File: src/rtl/result_packer_if.sv
// Result byte stream and SRAM write port shared by result_packer and its neighbours.
// wr_strb exists only when RESULT_PACKER_WSTRB_EN is defined.
interface result_packer_if #(
  parameter int RESULT_DWIDTH = 8,
  parameter int WORD_WIDTH    = 32,
  parameter int ADDR_WIDTH    = 10
);
  logic [RESULT_DWIDTH-1:0] result_data;
  logic                     result_valid;
  logic                     wr_en;
  logic [ADDR_WIDTH-1:0]    wr_addr;
  logic [WORD_WIDTH-1:0]    wr_data;
  logic                     wr_ready;
`ifdef RESULT_PACKER_WSTRB_EN
  logic [WORD_WIDTH/RESULT_DWIDTH-1:0] wr_strb;

  modport master (
    input  result_data, result_valid, wr_ready,
    output wr_en, wr_addr, wr_data, wr_strb
  );
  modport slave (
    output result_data, result_valid, wr_ready,
    input  wr_en, wr_addr, wr_data, wr_strb
  );
`else
  modport master (
    input  result_data, result_valid, wr_ready,
    output wr_en, wr_addr, wr_data
  );
  modport slave (
    output result_data, result_valid, wr_ready,
    input  wr_en, wr_addr, wr_data
  );
`endif
endinterface

File: src/rtl/result_packer.sv
// Packs 8-bit results little-endian into words, buffers them, writes them to SRAM (RESULT_PACKER_WSTRB_EN adds wr_strb).
// Word visible on wr_en one cycle after its last byte; wr_ready stalls the FIFO head, a push into a full FIFO drops the word.
module rp_fifo #(
  parameter int W     = 32,
  parameter int DEPTH = 4
) (
  input  logic         clk,
  input  logic         reset_n,
  input  logic         clr,
  input  logic         push_vld,
  input  logic [W-1:0] push_dat,
  input  logic         pop_vld,
  output logic [W-1:0] head_dat,
  output logic         full,
  output logic         empty
);
  localparam int AW = $clog2(DEPTH);

  logic [W-1:0]  mem [DEPTH];
  logic [AW-1:0] wr_ptr;
  logic [AW-1:0] rd_ptr;
  logic [AW:0]   count;
  logic          do_push;
  logic          do_pop;

  // A pop frees the slot on the same edge, so a full FIFO still accepts a push then.
  assign do_pop   = pop_vld && !empty;
  assign do_push  = push_vld && (!full || do_pop);
  assign full     = (count == (AW+1)'(DEPTH));
  assign empty    = (count == '0);
  assign head_dat = mem[rd_ptr];

  always_ff @(posedge clk or negedge reset_n) begin
    if (!reset_n) begin
      wr_ptr <= '0;
      rd_ptr <= '0;
      count  <= '0;
      for (int i = 0; i < DEPTH; i++) mem[i] <= '0;
    end else if (clr) begin
      wr_ptr <= '0;
      rd_ptr <= '0;
      count  <= '0;
    end else begin
      if (do_push) begin
        mem[wr_ptr] <= push_dat;
        wr_ptr      <= wr_ptr + 1'b1;
      end
      if (do_pop) rd_ptr <= rd_ptr + 1'b1;
      case ({do_push, do_pop})
        2'b10:   count <= count + 1'b1;
        2'b01:   count <= count - 1'b1;
        default: ;
      endcase
    end
  end
endmodule

module result_packer #(
  parameter int RESULT_DWIDTH = 8,
  parameter int WORD_WIDTH    = 32,
  parameter int FIFO_DEPTH    = 4,
  parameter int ADDR_WIDTH    = 10
) (
  input  logic                  clk,
  input  logic                  reset_n,
  input  logic                  start,
  input  logic [ADDR_WIDTH-1:0] base_addr,
  input  logic                  frame_end,
  result_packer_if.master       bus,
  output logic                  busy,
  output logic                  done,
  output logic                  fifo_ovrflow
);
  localparam int LANES = WORD_WIDTH / RESULT_DWIDTH;
  localparam int LW    = (LANES > 1) ? $clog2(LANES) : 1;

  localparam logic [1:0] IDLE  = 2'd0;
  localparam logic [1:0] RUN   = 2'd1;
  localparam logic [1:0] FLUSH = 2'd2;
  localparam logic [1:0] DONE  = 2'd3;

`ifdef RESULT_PACKER_WSTRB_EN
  localparam int FW = WORD_WIDTH + LANES;
`else
  localparam int FW = WORD_WIDTH;
`endif

  logic [1:0]            state;
  logic [LW-1:0]         lane;
  logic [WORD_WIDTH-1:0] pack_q;
  logic [WORD_WIDTH-1:0] pack_nxt;
  logic [WORD_WIDTH-1:0] flush_word;
  logic [ADDR_WIDTH-1:0] addr_q;
  logic                  acc_vld;
  logic                  word_done;
  logic                  flush_push;
  logic                  push_vld;
  logic [FW-1:0]         push_dat;
  logic [FW-1:0]         head_dat;
  logic                  xfer;
  logic                  fifo_full;
  logic                  fifo_empty;

  assign acc_vld    = (state == RUN) && bus.result_valid && !start;
  assign word_done  = acc_vld && (lane == LW'(LANES - 1));
  assign flush_push = (state == FLUSH) && (lane != '0) && !start;
  assign push_vld   = word_done || flush_push;
  assign xfer       = bus.wr_en && bus.wr_ready;

  always_comb begin
    pack_nxt = pack_q;
    pack_nxt[int'(lane)*RESULT_DWIDTH +: RESULT_DWIDTH] = bus.result_data;
    // Stale bytes from the previous word sit in the upper lanes; keep only filled lanes.
    flush_word = '0;
    for (int i = 0; i < LANES; i++) begin
      if (i < int'(lane)) flush_word[i*RESULT_DWIDTH +: RESULT_DWIDTH] = pack_q[i*RESULT_DWIDTH +: RESULT_DWIDTH];
    end
  end

`ifdef RESULT_PACKER_WSTRB_EN
  logic [LANES-1:0] flush_strb;

  always_comb begin
    flush_strb = '0;
    for (int i = 0; i < LANES; i++) begin
      if (i < int'(lane)) flush_strb[i] = 1'b1;
    end
  end

  assign push_dat    = flush_push ? {flush_strb, flush_word} : {{LANES{1'b1}}, pack_nxt};
  assign bus.wr_strb = head_dat[FW-1 -: LANES];
`else
  assign push_dat = flush_push ? flush_word : pack_nxt;
`endif

  rp_fifo #(
    .W     (FW),
    .DEPTH (FIFO_DEPTH)
  ) u_fifo (
    .clk      (clk),
    .reset_n  (reset_n),
    .clr      (start),
    .push_vld (push_vld),
    .push_dat (push_dat),
    .pop_vld  (xfer),
    .head_dat (head_dat),
    .full     (fifo_full),
    .empty    (fifo_empty)
  );

  assign bus.wr_en   = !fifo_empty;
  assign bus.wr_addr = addr_q;
  assign bus.wr_data = head_dat[WORD_WIDTH-1:0];
  assign busy        = (state == RUN) || (state == FLUSH);
  assign done        = (state == DONE);

  always_ff @(posedge clk or negedge reset_n) begin
    if (!reset_n) begin
      state        <= IDLE;
      lane         <= '0;
      pack_q       <= '0;
      addr_q       <= '0;
      fifo_ovrflow <= 1'b0;
    end else if (start) begin
      state        <= RUN;
      lane         <= '0;
      addr_q       <= base_addr;
      fifo_ovrflow <= 1'b0;
    end else begin
      if (xfer) addr_q <= addr_q + 1'b1;
      if (push_vld && fifo_full && !xfer) fifo_ovrflow <= 1'b1;
      case (state)
        IDLE: ;
        RUN: begin
          if (acc_vld) begin
            pack_q <= pack_nxt;
            lane   <= word_done ? '0 : lane + 1'b1;
          end
          if (frame_end) state <= FLUSH;
        end
        FLUSH: begin
          if (lane != '0) lane <= '0;
          else if (fifo_empty) state <= DONE;
        end
        DONE:    state <= IDLE;
        default: state <= IDLE;
      endcase
    end
  end
endmodule

File: src/flat_wrapper.sv
// flat-port wrapper written by rule: the top's interface ports become plain ports
module result_packer_flat 
#(
  parameter int RESULT_DWIDTH = 8,
  parameter int WORD_WIDTH    = 32,
  parameter int FIFO_DEPTH    = 4,
  parameter int ADDR_WIDTH    = 10
)
  (clk, reset_n, start, base_addr, frame_end, busy, done, fifo_ovrflow, bus_result_data, bus_result_valid, bus_wr_ready, bus_wr_en, bus_wr_addr, bus_wr_data);
  result_packer_if #(.RESULT_DWIDTH(RESULT_DWIDTH), .WORD_WIDTH(WORD_WIDTH), .ADDR_WIDTH(ADDR_WIDTH)) bus_i ();
  input  logic clk;
  input  logic reset_n;
  input  logic start;
  input  logic [ADDR_WIDTH-1:0] base_addr;
  input  logic frame_end;
  output logic busy;
  output logic done;
  output logic fifo_ovrflow;
  input wire logic [$bits(bus_i.result_data)-1:0] bus_result_data;
  input wire logic [$bits(bus_i.result_valid)-1:0] bus_result_valid;
  input wire logic [$bits(bus_i.wr_ready)-1:0] bus_wr_ready;
  output wire logic [$bits(bus_i.wr_en)-1:0] bus_wr_en;
  output wire logic [$bits(bus_i.wr_addr)-1:0] bus_wr_addr;
  output wire logic [$bits(bus_i.wr_data)-1:0] bus_wr_data;
  assign bus_i.result_data = bus_result_data;
  assign bus_i.result_valid = bus_result_valid;
  assign bus_i.wr_ready = bus_wr_ready;
  assign bus_wr_en = bus_i.wr_en;
  assign bus_wr_addr = bus_i.wr_addr;
  assign bus_wr_data = bus_i.wr_data;
  result_packer #(.RESULT_DWIDTH(RESULT_DWIDTH), .WORD_WIDTH(WORD_WIDTH), .FIFO_DEPTH(FIFO_DEPTH), .ADDR_WIDTH(ADDR_WIDTH)) u_core (.clk(clk), .reset_n(reset_n), .start(start), .base_addr(base_addr), .frame_end(frame_end), .bus(bus_i), .busy(busy), .done(done), .fifo_ovrflow(fifo_ovrflow));
endmodule
File: config.mk
export PLATFORM = sky130hd
export DESIGN_NAME = result_packer_flat
export DESIGN_NICKNAME = d
export VERILOG_FILES = /design/src/rtl/result_packer_if.sv /design/src/rtl/result_packer.sv /design/src/flat_wrapper.sv
export SDC_FILE = /design/constraint.sdc
export NUM_CORES = 1
export LEC_CHECK = 0
export BUFFER_PORTS_ARGS = -buffer_cell sky130_fd_sc_hd__buf_2
export CAP_MARGIN = 20
export CORE_UTILIZATION = 33
export CTS_BUF_LIST = sky130_fd_sc_hd__clkbuf_8
export DETAILED_ROUTE_END_ITERATION = 10
export GPL_ROUTABILITY_DRIVEN = 0
export PLACE_DENSITY = 0.61
export SLEW_MARGIN = 20
export SYNTH_ARGS = -nofsm -noshare
export SYNTH_HDL_FRONTEND = slang
export SYNTH_SLANG_ARGS = --single-unit
File: constraint.sdc
create_clock -name clk -period 4.6 [get_ports clk]
set_input_delay 0.23 -clock clk [delete_from_list [all_inputs] [get_ports clk]]
set_output_delay 0.23 -clock clk [all_outputs]
set_load 0.005 [all_outputs]
### After elaboration in Yosys (flattened, before gate mapping)

Index checks and enable logic that the tools add are counted.

* register bits after elaboration: 182
* input bits: 24
* output and inout port bits: 46
* word-level logic and storage cells: 104

* add/subtract/negate cells: 7
* order comparisons: 6
* equality and inequality tests: 12
* shift operators: 2
* muxes and demuxes: 31
* bitwise gates (word level): 3
* reduce and logical (&&, ||, !) cells: 31

Operators by type and width (number)
* 128-bit bitwise mux: 1
* 32-bit two-way mux: 4
* 32-bit binary-select mux with 2-bit select: 1
* 32-bit demux with 2-bit select: 1
* 5-bit negation with 33-bit output: 1
* 8-bit by 33-bit variable shift with 32-bit output (first input constant): 1
* 8-bit by 33-bit variable part select with 32-bit output: 1
* 32-bit bitwise mux: 1
* 2-bit two-way mux: 12
* 8-bit two-way mux: 3
* 10-bit two-way mux: 2
* 3-bit inequality test (second input constant): 4
* 1-bit logical AND: 11
* 10-bit by 1-bit adder with 10-bit output (second input constant): 1
* 2-bit nonzero test: 5
* 2-bit equality test (second input constant): 4
* 2-bit by 1-bit adder with 2-bit output (second input constant): 3
* 3-bit >= comparator (second input constant): 2
* 2-bit inverter with 3-bit output: 2
* 2-bit case mux with 3 select lines: 1
* 3-bit case mux with 2 select lines: 1
* 3-bit AND reduction: 2
* 3-bit nonzero test: 2
* 2-bit by 1-bit equality test with 1-bit output (second input constant): 2
* 17 further kinds: 24

### Longest topological paths before layout

Gate-level depths: netlist of the first run.

* word-level depth: 9
* mapped depth: 10
* gate-level depth less buffers: 9

### Hierarchy

Synthesis of the first run repeated with hierarchy kept, for this count alone.

* cell total of the unflattened synthesis: 622
* area, all modules: 9434.0 um2

By module, submodules not included
* rp_fifo: instances 1, cells an instance 374, area an instance 6721.4 um2, sequential area each 3378.2 um2
* result_packer: instances 1, cells an instance 248, area an instance 2712.6 um2, sequential area each 1176.1 um2

### Least setup slack after synthesis of the first run

Ideal clock, no wire load.

* path type: reg-to-reg
* start: reg u_core.state[0]
* end: reg u_core.u_fifo.count[2]
* library setup time: 0.125 ns
* data arrival time: 2.277 ns
* required time: 4.475 ns
* slack: 2.198 ns
* stages on the path, launching flop included: 9
* buffers on the path: 1
* clock period less this slack: 2.402 ns
* cells stage by stage: dfrtp_1 ha_1 and4b_1 buf_2 nor3_1 inv_1 fa_1 a22oi_1 mux2_2

* longest elaborated chain between the ends: 9
* elaborated cells on any way between the ends: 14
* classes of those cells: eq/ne (4); mux (2); reduce/logical (8)

RTL lines
* start, declared: line result_packer.sv:88 `logic [1:0] state;`
* start signal, assigned: line result_packer.sv:159 `state <= IDLE;`
* start signal, assigned: line result_packer.sv:165 `state <= RUN;`
* start signal, assigned: line result_packer.sv:179 `if (frame_end) state <= FLUSH;`
* 2-bit by 1-bit equality test with 1-bit output: line result_packer.sv:104 `assign acc_vld = (state == RUN) && bus.result_valid && !start;`
* 1-bit logical AND (2 in series): line result_packer.sv:104
* 1-bit logical AND: line result_packer.sv:105 `assign word_done = acc_vld && (lane == LW'(LANES - 1));`
* 1-bit logical OR *: line result_packer.sv:107 `assign push_vld = word_done || flush_push;`
* 1-bit logical AND *: line result_packer.sv:28 `assign do_push = push_vld && (!full || do_pop);`
* 2-bit by 1-bit equality test with 1-bit output or 2-bit equality test (tied branches): line result_packer.sv:49 `case ({do_push, do_pop})`
* 3-bit case mux with 2 select lines: line result_packer.sv:49
* 3-bit two-way mux: line result_packer.sv:39 `end else if (clr) begin`
* end signal, assigned: line result_packer.sv:50 `2'b10: count <= count + 1'b1;`
* end signal, assigned: line result_packer.sv:51 `2'b01: count <= count - 1'b1;`
* end, declared: line result_packer.sv:22 `logic [AW:0] count;`

Every way passes the cells marked *; elsewhere a longest branch is shown, timed or not.
A chain may end at the register's enable or synchronous reset.

### Worst setup path in the final report of the first run

* start: reg u_core.lane[0]
* end: reg u_core.u_fifo.mem[21] in the netlist's numbering

* longest elaborated chain between the ends: 6
* elaborated cells on any way between the ends: 16
* classes of those cells: add/sub (1); order compare (1); eq/ne (1); shift (2); mux (4); reduce/logical (7)

RTL lines
* start, declared: line result_packer.sv:89 `logic [LW-1:0] lane;`
* start signal, assigned: line result_packer.sv:177 `lane <= word_done ? '0 : lane + 1'b1;`
* branches (longest 6 deep; another with 5-bit negation with 33-bit output)
* end signal, assigned by index: line result_packer.sv:45 `mem[wr_ptr] <= push_dat;`
* end, declared: line result_packer.sv:19 `logic [W-1:0] mem [DEPTH];`

Several ways; the timed one is not identified.

==> results of run 1 <==
state kept, by name, indices dropped and copies added, names as in the netlist:
register,flops
u_core.u_fifo.mem,128
u_core.pack_q,32
u_core.bus.wr_addr,10
u_core.u_fifo.count,3
u_core.lane,2
u_core.state,2
u_core.u_fifo.rd_ptr,2
u_core.u_fifo.wr_ptr,2
u_core.fifo_ovrflow,1
cell type report:
class | count | share of cell area (%)
Timing Repair Buffer | 89 | 5.63
Sequential cell | 182 | 48.4
Clock inverter | 14 | 1.57
Inverter | 12 | 0.479
Tap cell | 330 | 4.39
Multi-Input combinational cell | 494 | 36.9
Clock buffer | 18 | 2.63
logic make-up after synthesis:
| logic type | share of synthesized area, % |
|---|---|
| AOI/OAI and AO/OA | 17.2 |
| and+or+nand+nor | 10.8 |
| DFF | 54.1 |
| buffers and inverters | 4.84 |
| muxes | 9.73 |
| adders and majority gates | 2.17 |
| xor gates and xnor gates | 1.14 |
routing by layer:
layer  GRT usage, %  share of wire [%]
met2           24.1                 46
met1           22.4                 49
met4           3.95                1.0
met3           3.47                3.7
met5              0                  0
what timing repair did:
action | CTS | global route
setup endpoints to repair | 0 | 0
setup buffers | 0 | 0
endpoints found under the hold margin | 100 | 0
hold buffers | 11 | 0
cells in the final DEF (no fill, tap or decap), types with 9 or more instances in the layout:
| cell type | instances |
|---|---|
| dlygate4sd3_1 | 11 |
| o21ai_0 | 74 |
| buf_4 | 9 |
| nor2_1 | 11 |
| dfrtp_1 | 181 |
| o21ai_1 | 65 |
| a22o_1 | 41 |
| inv_1 | 13 |
| clkbuf_8 | 18 |
| buf_2 | 68 |
| mux4_2 | 32 |
| a22oi_1 | 25 |
| nand2_1 | 158 |
| xor2_1 | 9 |
| ha_1 | 13 |
per-stage QoR:
step                worst slack [ns]  power (mW)
floorplan                       2.20        2.43
global placement                1.85        2.67
detailed placement              1.83        2.68
CTS                             1.81        3.79
global route                    1.59        3.94
finish                          1.83        3.73
power groups by stage:
stage | Sequential, mW | Combinational [mW] | Clock [mW]
2_1_floorplan | 1.78 | 0.650 | 0
6_report | 1.82 | 0.823 | 1.09
3_3_place_gp | 1.85 | 0.824 | 0
3_5_place_dp | 1.85 | 0.829 | 0
5_1_grt | 1.84 | 0.915 | 1.19
4_1_cts | 1.82 | 0.838 | 1.13
critical path: stages, from the launching register on:
cell and delay (ns):
dfrtp_1 0.46, inv_1 0.17, ha_1 0.37, or3b_1 0.71, mux2i_4 0.35, a22oi_1 0.41, o21ai_0 0.17
cell usage after synthesis (all sizes together) (2+ instances only):
library cell / number
a211oi: 2
a21oi: 5
a22o: 41
a22oi: 25
and2: 3
and3: 2
buf: 31
clkbuf: 27
dfrtp: 182
ha: 13
inv: 11
mux2: 3
mux2i: 4
mux4: 32
nand2: 159
nand3: 4
nand4: 2
nand4b: 2
nor2: 11
nor2b: 5
nor3: 4
nor4: 2
nor4bb: 2
o211ai: 4
o21ai: 139
o21bai: 2
o31a: 2
o31ai: 2
xnor2: 2
xor2: 9
how the worst max path moves through the flow:
stage	end	start	depth (start not counted)
floorplan	u_core.u_fifo.count[2]	u_core.state[0]	8
global placement	u_core.u_fifo.count[2]	start	7
detailed placement	u_core.u_fifo.mem[123]	start	5
CTS	u_core.u_fifo.mem[44]	u_core.lane[0]	6
global route	u_core.u_fifo.mem[123]	u_core.lane[0]	6
finish	u_core.u_fifo.mem[21]	u_core.lane[0]	6
==> impl_metrics.toml, run 1 <==
[placed_design]
placed_area_mm2 = 0.00890
dp_hpwl_mm = 12.6
dp_cells = 1096
io_buffers = 69

[floorplan]
io_pins = 70
die_w_um = 162
start_util_pct = 33.5
core-area_mm2 = 0.0251
die_y_um = 162
rows = 58
dieArea_mm2 = 0.0262

[layout]
final_nets = 834
final_cells = 1139
diodes = 0
drive_above_1_share_pct = 19.3
multi_input_area_mm2 = 0.00347
fin_area_mm2 = 0.00940
nFillCells = 2546
syn_to_final_growth_pct = 11.7
seqCellArea_mm2 = 0.00456
utilization_pct = 37.5

[global_route]
grt_pass1_vias = 5806
antenna_found_initial = 0
grt_use_total_pct = 15.7
grt_max_degree = 93
overflow = 0
grt_pass1_wl_mm = 31.9

[sta]
tightest_slew_ns = 1.01
finalSetupViolations = 0
fin_crit_sh_pct = 60.3
hold_viol = 0
timing.fmax_mhz = 361
period_minus_slack_ns = 2.77
final.setup.tns_ns = 0
max_slew_margin_pct = 32.4
rsz0062_at_grt = "no"
clock_skew_ns = 0.0159
fin_hold_ws_ns = 0.152
slew_viol_final = 0

[worst_setup_path]
worstPathMaxFanout = 13
worstSetupPathType = "reg2reg"
startpoint_type = "flip-flop"
critPathArrivalTime_ns = 3.11
worstSetupEndpointType = "flip-flop"
rr_endpoint = "u_core.u_fifo.mem[21]"
required_ns = 4.94
reg2regPathDepth = 6
reg2reg_from = "u_core.lane[0]"
regToRegSetupSlack_ns = 1.83

[min_path]
hp-start = "frame_end"
hold_path_depth = 4
hold_path_class = "in2reg"
min_to = "u_core.state[0]"

[cts]
clock-sinks = 182
clkTransAtPathRegs_ns = 0.10
cts_tree = "yes"
numCtsBuffers = 17
cts_buffer_depth = 2
cts_max_level = 4
cts-resized-gates = 0
clock-root-buffer = "clkbuf_8"
clock_latency_ns = 0.47

[yosys]
synthTopCellsByArea = "dfrtp_1, mux4_2, nand2_1"
ys_types = 53
syn_area_mm2 = 0.00842
yosys.area.top_type = "dfrtp_1"
syn-instance-count = 746
synth_enable_flop_cells = 0
synth.top_cell.area_share_pct = 54.1
synth_nets = 784
ys_ff_latch = 182
postSynthAreaPerCell_um2 = 11.3
ys.flop_type = "dfrtp_1"
ys_seq_area_share_pct = 54.1
synth_warnings = 0
synthArstFlopShare_pct = 100

[route]
viasPerCell = 5.01
detail-route-antenna-nets = 0
wl_per_cell_um = 16.8
drt-total-wl_mm = 19.2
drt_iter0_markers = 341
drc = 0
vias = 5709
drt-pass1-iter-count = 5

[pwr]
clockPowerShare_pct = 29.2
p_int_mw = 2.55
p_sw_mw = 1.18
peakVddDrop_uv = 156
power.density_mw_per_mm2 = 397
pwr-share-seq_pct = 48.8
p_comb_share_pct = 22.1
switching_share_pct = 31.6
p_leak_nw = 4.10

[flow_run]
maxCapViolations = 0

[outcome]
outcome = "finished clean"
Power figures use the tool's default switching activity.
==> run 2: changes to the inputs <==
- ABC_AREA: not set -> 1
- PLACE_DENSITY: 0.61 -> 0.63
- clock period: 4.6 -> 2.51 ns (I/O delays scaled with it)
==> impl_metrics.toml, run 2 <==
[pwr]
power.density_mw_per_mm2 = 983
p_sw_mw = 4.11
pwr-share-seq_pct = 40.2
p_comb_share_pct = 39.0
peakVddDrop_uv = 515
p_int_mw = 5.81
switching_share_pct = 41.4
p_leak_nw = 4.94
clockPowerShare_pct = 20.8

[floorplan]
rows = 59
io_pins = 70
dieArea_mm2 = 0.0274
start_util_pct = 33.7
die_w_um = 166
die_y_um = 166
core-area_mm2 = 0.0262

[sta]
rsz0062_at_grt = "no"
period_minus_slack_ns = 2.31
tightest_slew_ns = 0.700
fin_crit_sh_pct = 91.9
final.setup.tns_ns = 0
hold_viol = 0
timing.fmax_mhz = 433
clock_skew_ns = 0.0295
setup_slack_ns = 0.202
slew_viol_final = 0
fin_hold_ws_ns = 0.0315
finalSetupViolations = 0
max_slew_margin_pct = 53.3

[worst_setup_path]
worstPathMaxFanout = 32
regToRegSetupSlack_ns = 0.20
critPathMaxStageDelay_ns = 0.56
startpoint_type = "flip-flop"
slowest_stage = "o21ai_0"
critPathArrivalTime_ns = 2.67
worstSetupEndpointType = "flip-flop"
crit_path_cell_trace = "inv_1 -> ha_1 -> inv_2 -> nand3_2 -> buf_4 -> clkinv_2 -> o21ai_0 -> o21ai_1"
required_ns = 2.87
worstSetupPathType = "reg2reg"

[yosys]
ys_seq_area_share_pct = 51.5
synth_warnings = 0
ys.flop_type = "dfrtp_1"
syn_area_mm2 = 0.00884
ys_types = 34
yosys.area.top_type = "dfrtp_1"
synth_enable_flop_cells = 0
syn-instance-count = 1096
ys_ff_latch = 182
postSynthAreaPerCell_um2 = 8.07
synthArstFlopShare_pct = 100
synth_nets = 1134
synth_common_cells = "nand2_1, dfrtp_1, o21ai_0"
synthTopCellsByArea = "dfrtp_1, nand2_1, o21ai_0"
synth.top_cell.area_share_pct = 51.5
yosysMostFrequentCell = "nand2_1"

[cts]
cts_setup_buffers = 0
cts_buffer_depth = 2
cts_tree = "yes"
clock-root-buffer = "clkbuf_8"
clkTransAtPathRegs_ns = 0.12
clock-sinks = 182
numCtsBuffers = 17
cts_max_level = 4
clock_latency_ns = 0.48

[placed_design]
dp_cells = 1469
dp_slack_ns = 0.241
io_buffers = 69
dp_hpwl_mm = 15.6

[global_route]
grt_pass1_vias = 7331
antenna_found_initial = 1
grt_max_degree = 66
overflow = 0
top_usage_layer = "met2"
grtUsageMet3_pct = 2.84
grt_use_total_pct = 17.7
use_met2_pct = 27.3
grt_pass1_wl_mm = 38.9
use_met1_pct = 25.5

[layout]
drive_above_1_share_pct = 13.0
nFillCells = 2640
largest_register_ffs = 128
syn_to_final_growth_pct = 14.1
largest_register = "u_core.u_fifo.mem"
layout.cells.most_common_list = "nand2_1, dfrtp_1, o21ai_0, o21ai_1, nor2_1"
layout_commonest_cell = "nand2_1"
final_nets = 1202
diodes = 0
final_cells = 1512

[route]
detail-route-antenna-nets = 0
wl_per_cell_um = 15.5
drt_iter0_markers = 535
drc = 4
drt-pass1-iter-count = 8
vias = 7604
drt-total-wl_mm = 23.4
viasPerCell = 5.03

[min_path]
hold_path_class = "in2reg"

[outcome]
failed_checks = "DRC"
outcome = "complete, but fails checks"

[flow_run]
maxCapViolations = 0
-- run 2: cells by family after synthesis --
group                      count (synthesis)  share of synthesized area [%]
buffers and inverters                    134                           6.96
DFF                                      182                           51.5
adders and majority gates                 14                           2.07
and+or+nand+nor                          457                           20.7
xor gates and xnor gates                   6                          0.594
AOI/OAI and AO/OA                        303                           18.2
-- run 2: timing repair --
| action | in CTS | in global routing |
|---|---|---|
| gates resized for setup | 0 | 4 |
| setup endpoints to repair | 0 | 17 |
| hold buffers | 11 | 0 |
| endpoints found under the hold margin | 69 | 0 |
-- run 2: path summary, 6_finish.rpt --
check / startpoint / end / cells past startpoint
setup reg to reg: u_core.lane[0] / u_core.u_fifo.mem[111] / 8
setup / recovery: u_core.lane[0] / u_core.u_fifo.mem[111] / 8
hold / removal: start / u_core.u_fifo.rd_ptr[0] / 4
max in group asynchronous: reset_n / u_core.pack_q[17] / 3
hold reg to reg: u_core.u_fifo.mem[64] / u_core.u_fifo.mem[64] / 2
min in group asynchronous: reset_n / u_core.state[1] / 2
-- run 2: layer usage --
layer  wire [µm]  vias to the layer above
met3        1100                       26
met4         293                        2
met2       10600                      199
li1            -                     3738
met1       11400                     3639
met5           8                        -
-- run 2: critical path: cells and delay by family, from the launching register on --
family	cells	cell delay, ns
flip-flops	1	0.39
AO/OA/AOI/OAI	2	0.67
buffers and inverters	4	0.81
AND/OR/NAND/NOR	1	0.10
adder cells (fa/ha/maj)	1	0.23
-- run 2: power by group through the flow --
stage	sequential, mW	combinational [mW]	clock [mW]
detailed placement	4.03	3.87	0
global route	4.07	4.39	2.23
finish	3.98	3.87	2.06
CTS	3.98	3.89	2.10
floorplan	3.95	2.50	0
global placement	4.02	3.81	0
-- run 2: stage by stage --
| stage | instance area, µm² | total power [mW] | util [%] |
|---|---|---|---|
| 3_3_place_gp | 9570 | 7.83 | 36.5 |
| 3_5_place_dp | 9570 | 7.90 | 36.5 |
| 6_report | 10100 | 9.91 | 38.5 |
| 2_1_floorplan | 8840 | 6.45 | - |
| 5_1_grt | 10100 | 10.7 | 38.5 |
| 4_1_cts | 10100 | 9.97 | 38.5 |
-- run 2: layout make-up --
| cell class | instances | area [µm²] | share of cell area, % |
|---|---|---|---|
| Sequential cell | 182 | 4560 | 45.2 |
| Multi-Input combinational cell | 780 | 3670 | 36.4 |
| Timing Repair Buffer | 111 | 757 | 7.50 |
| Tap cell | 335 | 419 | 4.15 |
| Inverter | 72 | 277 | 2.74 |
| Clock buffer | 17 | 234 | 2.32 |
| Clock inverter | 15 | 175 | 1.74 |
==> run 3: changes to the inputs <==
- CELL_PAD_IN_SITES_DETAIL_PLACEMENT: not set -> 1
- CELL_PAD_IN_SITES_GLOBAL_PLACEMENT: not set -> 1
- PLACE_DENSITY: 0.63 -> 0.76
==> impl_metrics.toml, run 3 (synthesized netlist as in run 2, its figures left out) <==
[worst_setup_path]
worstPathMaxFanout = 65
crit_path_cell_trace = "buf_4 -> o21ai_0 -> o22ai_1 -> buf_2"
reg2regPathDepth = 7
worstSetupEndpointType = "output port"
critPathMaxStageDelay_ns = 0.59
rr_endpoint = "u_core.u_fifo.mem[42]"
startpoint_type = "flip-flop"
regToRegSetupSlack_ns = 0.28
reg2reg_from = "u_core.lane[1]"
slowest_stage = "buf_4"
worstSetupPathType = "reg2out"
critPathArrivalTime_ns = 2.13
required_ns = 2.38

[route]
drt-pass1-iter-count = 7
wl_met1_mm = 12.4
drt-total-wl_mm = 25.7
detail-route-antenna-nets = 0
wl_met2_mm = 12.1
dr_wl_met3_um = 876
viasPerCell = 5.11
drc = 8
vias = 7745
highest_layer = "met4"
wl_per_cell_um = 17.0
drt_iter0_markers = 393

[cts]
cts_max_level = 4
cts_buffer_depth = 2
cts_tree = "yes"
clock-sinks = 182
numCtsBuffers = 17
clock_latency_ns = 0.47
clkTransAtPathRegs_ns = 0.10
clock-root-buffer = "clkbuf_8"

[outcome]
failed_checks = "DRC"
outcome = "complete, but fails checks"

[pwr]
switching_share_pct = 40.6
p_comb_share_pct = 39.5
power.density_mw_per_mm2 = 1000
peakVddDrop_uv = 425
pwr-share-seq_pct = 39.4
p_leak_nw = 4.97
p_int_mw = 6.04
clockPowerShare_pct = 21.2
totalPowerFinal_mw = 10.2
p_sw_mw = 4.12

[layout]
utilization_pct = 38.7
syn_to_final_growth_pct = 14.8
final_nets = 1204
largest_register = "u_core.u_fifo.mem"
fin_area_mm2 = 0.0101
layout.cells.most_common_list = "nand2_1, dfrtp_1, o21ai_0, o21ai_1, nor2_1"
final_cells = 1515
layout_commonest_cell = "nand2_1"
largest_register_ffs = 128
drive_above_1_share_pct = 13.1
nFillCells = 3162

[sta]
tightest_slew_ns = 0.742
clock_skew_ns = 0.0167
hold_viol = 0
setup_slack_ns = 0.254
slew_viol_final = 0
period_minus_slack_ns = 2.26
rsz0062_at_grt = "no"
fin_crit_sh_pct = 89.9
max_slew_margin_pct = 50.5
fin_hold_ws_ns = 0.0782
finalSetupViolations = 0
timing.fmax_mhz = 443
final.setup.tns_ns = 0

[floorplan]
die_w_um = 166
core-area_mm2 = 0.0262
die_y_um = 166
dieArea_mm2 = 0.0274
rows = 59
start_util_pct = 33.7
io_pins = 70

[global_route]
grt_use_total_pct = 19.5
grt_pass1_wl_mm = 43.0
overflow = 0
grt_pass1_vias = 7954
antenna_found_initial = 0
grt_max_degree = 71

[min_path]
hold_path_depth = 5
hold_path_class = "in2reg"
hp-start = "bus_result_data[0]"
min_to = "u_core.pack_q[0]"

[placed_design]
dp_hpwl_mm = 17.1
dp_cells = 1466
dp_slack_ns = 0.0711
io_buffers = 69
placed_area_mm2 = 0.00957

[flow_run]
maxCapViolations = 0
## run 3: final cells by class
type                    instances  area [µm²]  area share, %
diodes                          1        2.50         0.0247
clock buffers                  18         248           2.44
clock inverters                14         173           1.70
inverters                      72         279           2.75
multi-input cells             780        3670           36.2
flip-flops and latches        182        4560           44.9
well taps                     335         419           4.13
repair buffers                113         800           7.88
## run 3: worst max-delay path: cells and delay by family, from the launching register on
family | cells | cell delay [ns]
AO/OA/AOI/OAI | 2 | 0.51
buffers and inverters | 2 | 0.76
flip-flops | 1 | 0.38
## run 3: worst max path at each step
stage | start | end | cells past startpoint
finish | u_core.u_fifo.rd_ptr[0] | bus_wr_data[9] | 4
global route | u_core.lane[0] | u_core.u_fifo.count[2] | 11
CTS | u_core.lane[1] | u_core.u_fifo.mem[2] | 9
detailed placement | u_core.lane[1] | u_core.u_fifo.mem[2] | 9
global placement | u_core.lane[1] | u_core.u_fifo.mem[2] | 9
floorplan | u_core.lane[0] | u_core.u_fifo.count[2] | 14
## run 3: power by group through the flow
stage                     clock, mW  combinational [mW]  sequential, mW
final                          2.15                4.01            4.00
after floorplan                   0                2.50            3.95
after global routing           2.30                4.55            4.08
after CTS                      2.21                4.01            4.00
after detailed placement          0                3.98            4.05
after global placement            0                3.87            4.02
## run 3: repair_timing
item                                    CTS  global route
buffers inserted                          0             4
endpoints found under the setup margin    0            82
hold buffers                             12             0
gates resized for setup                   0             5
hold endpoints to repair                 76             0
## run 3: routing by layer
metal | vias up | track usage, %
met3 | 19 | 3.30
met2 | 119 | 31.7
met5 | - | 0
met4 | 0 | 3.90
li1 | 3750 | -
met1 | 3857 | 27.3
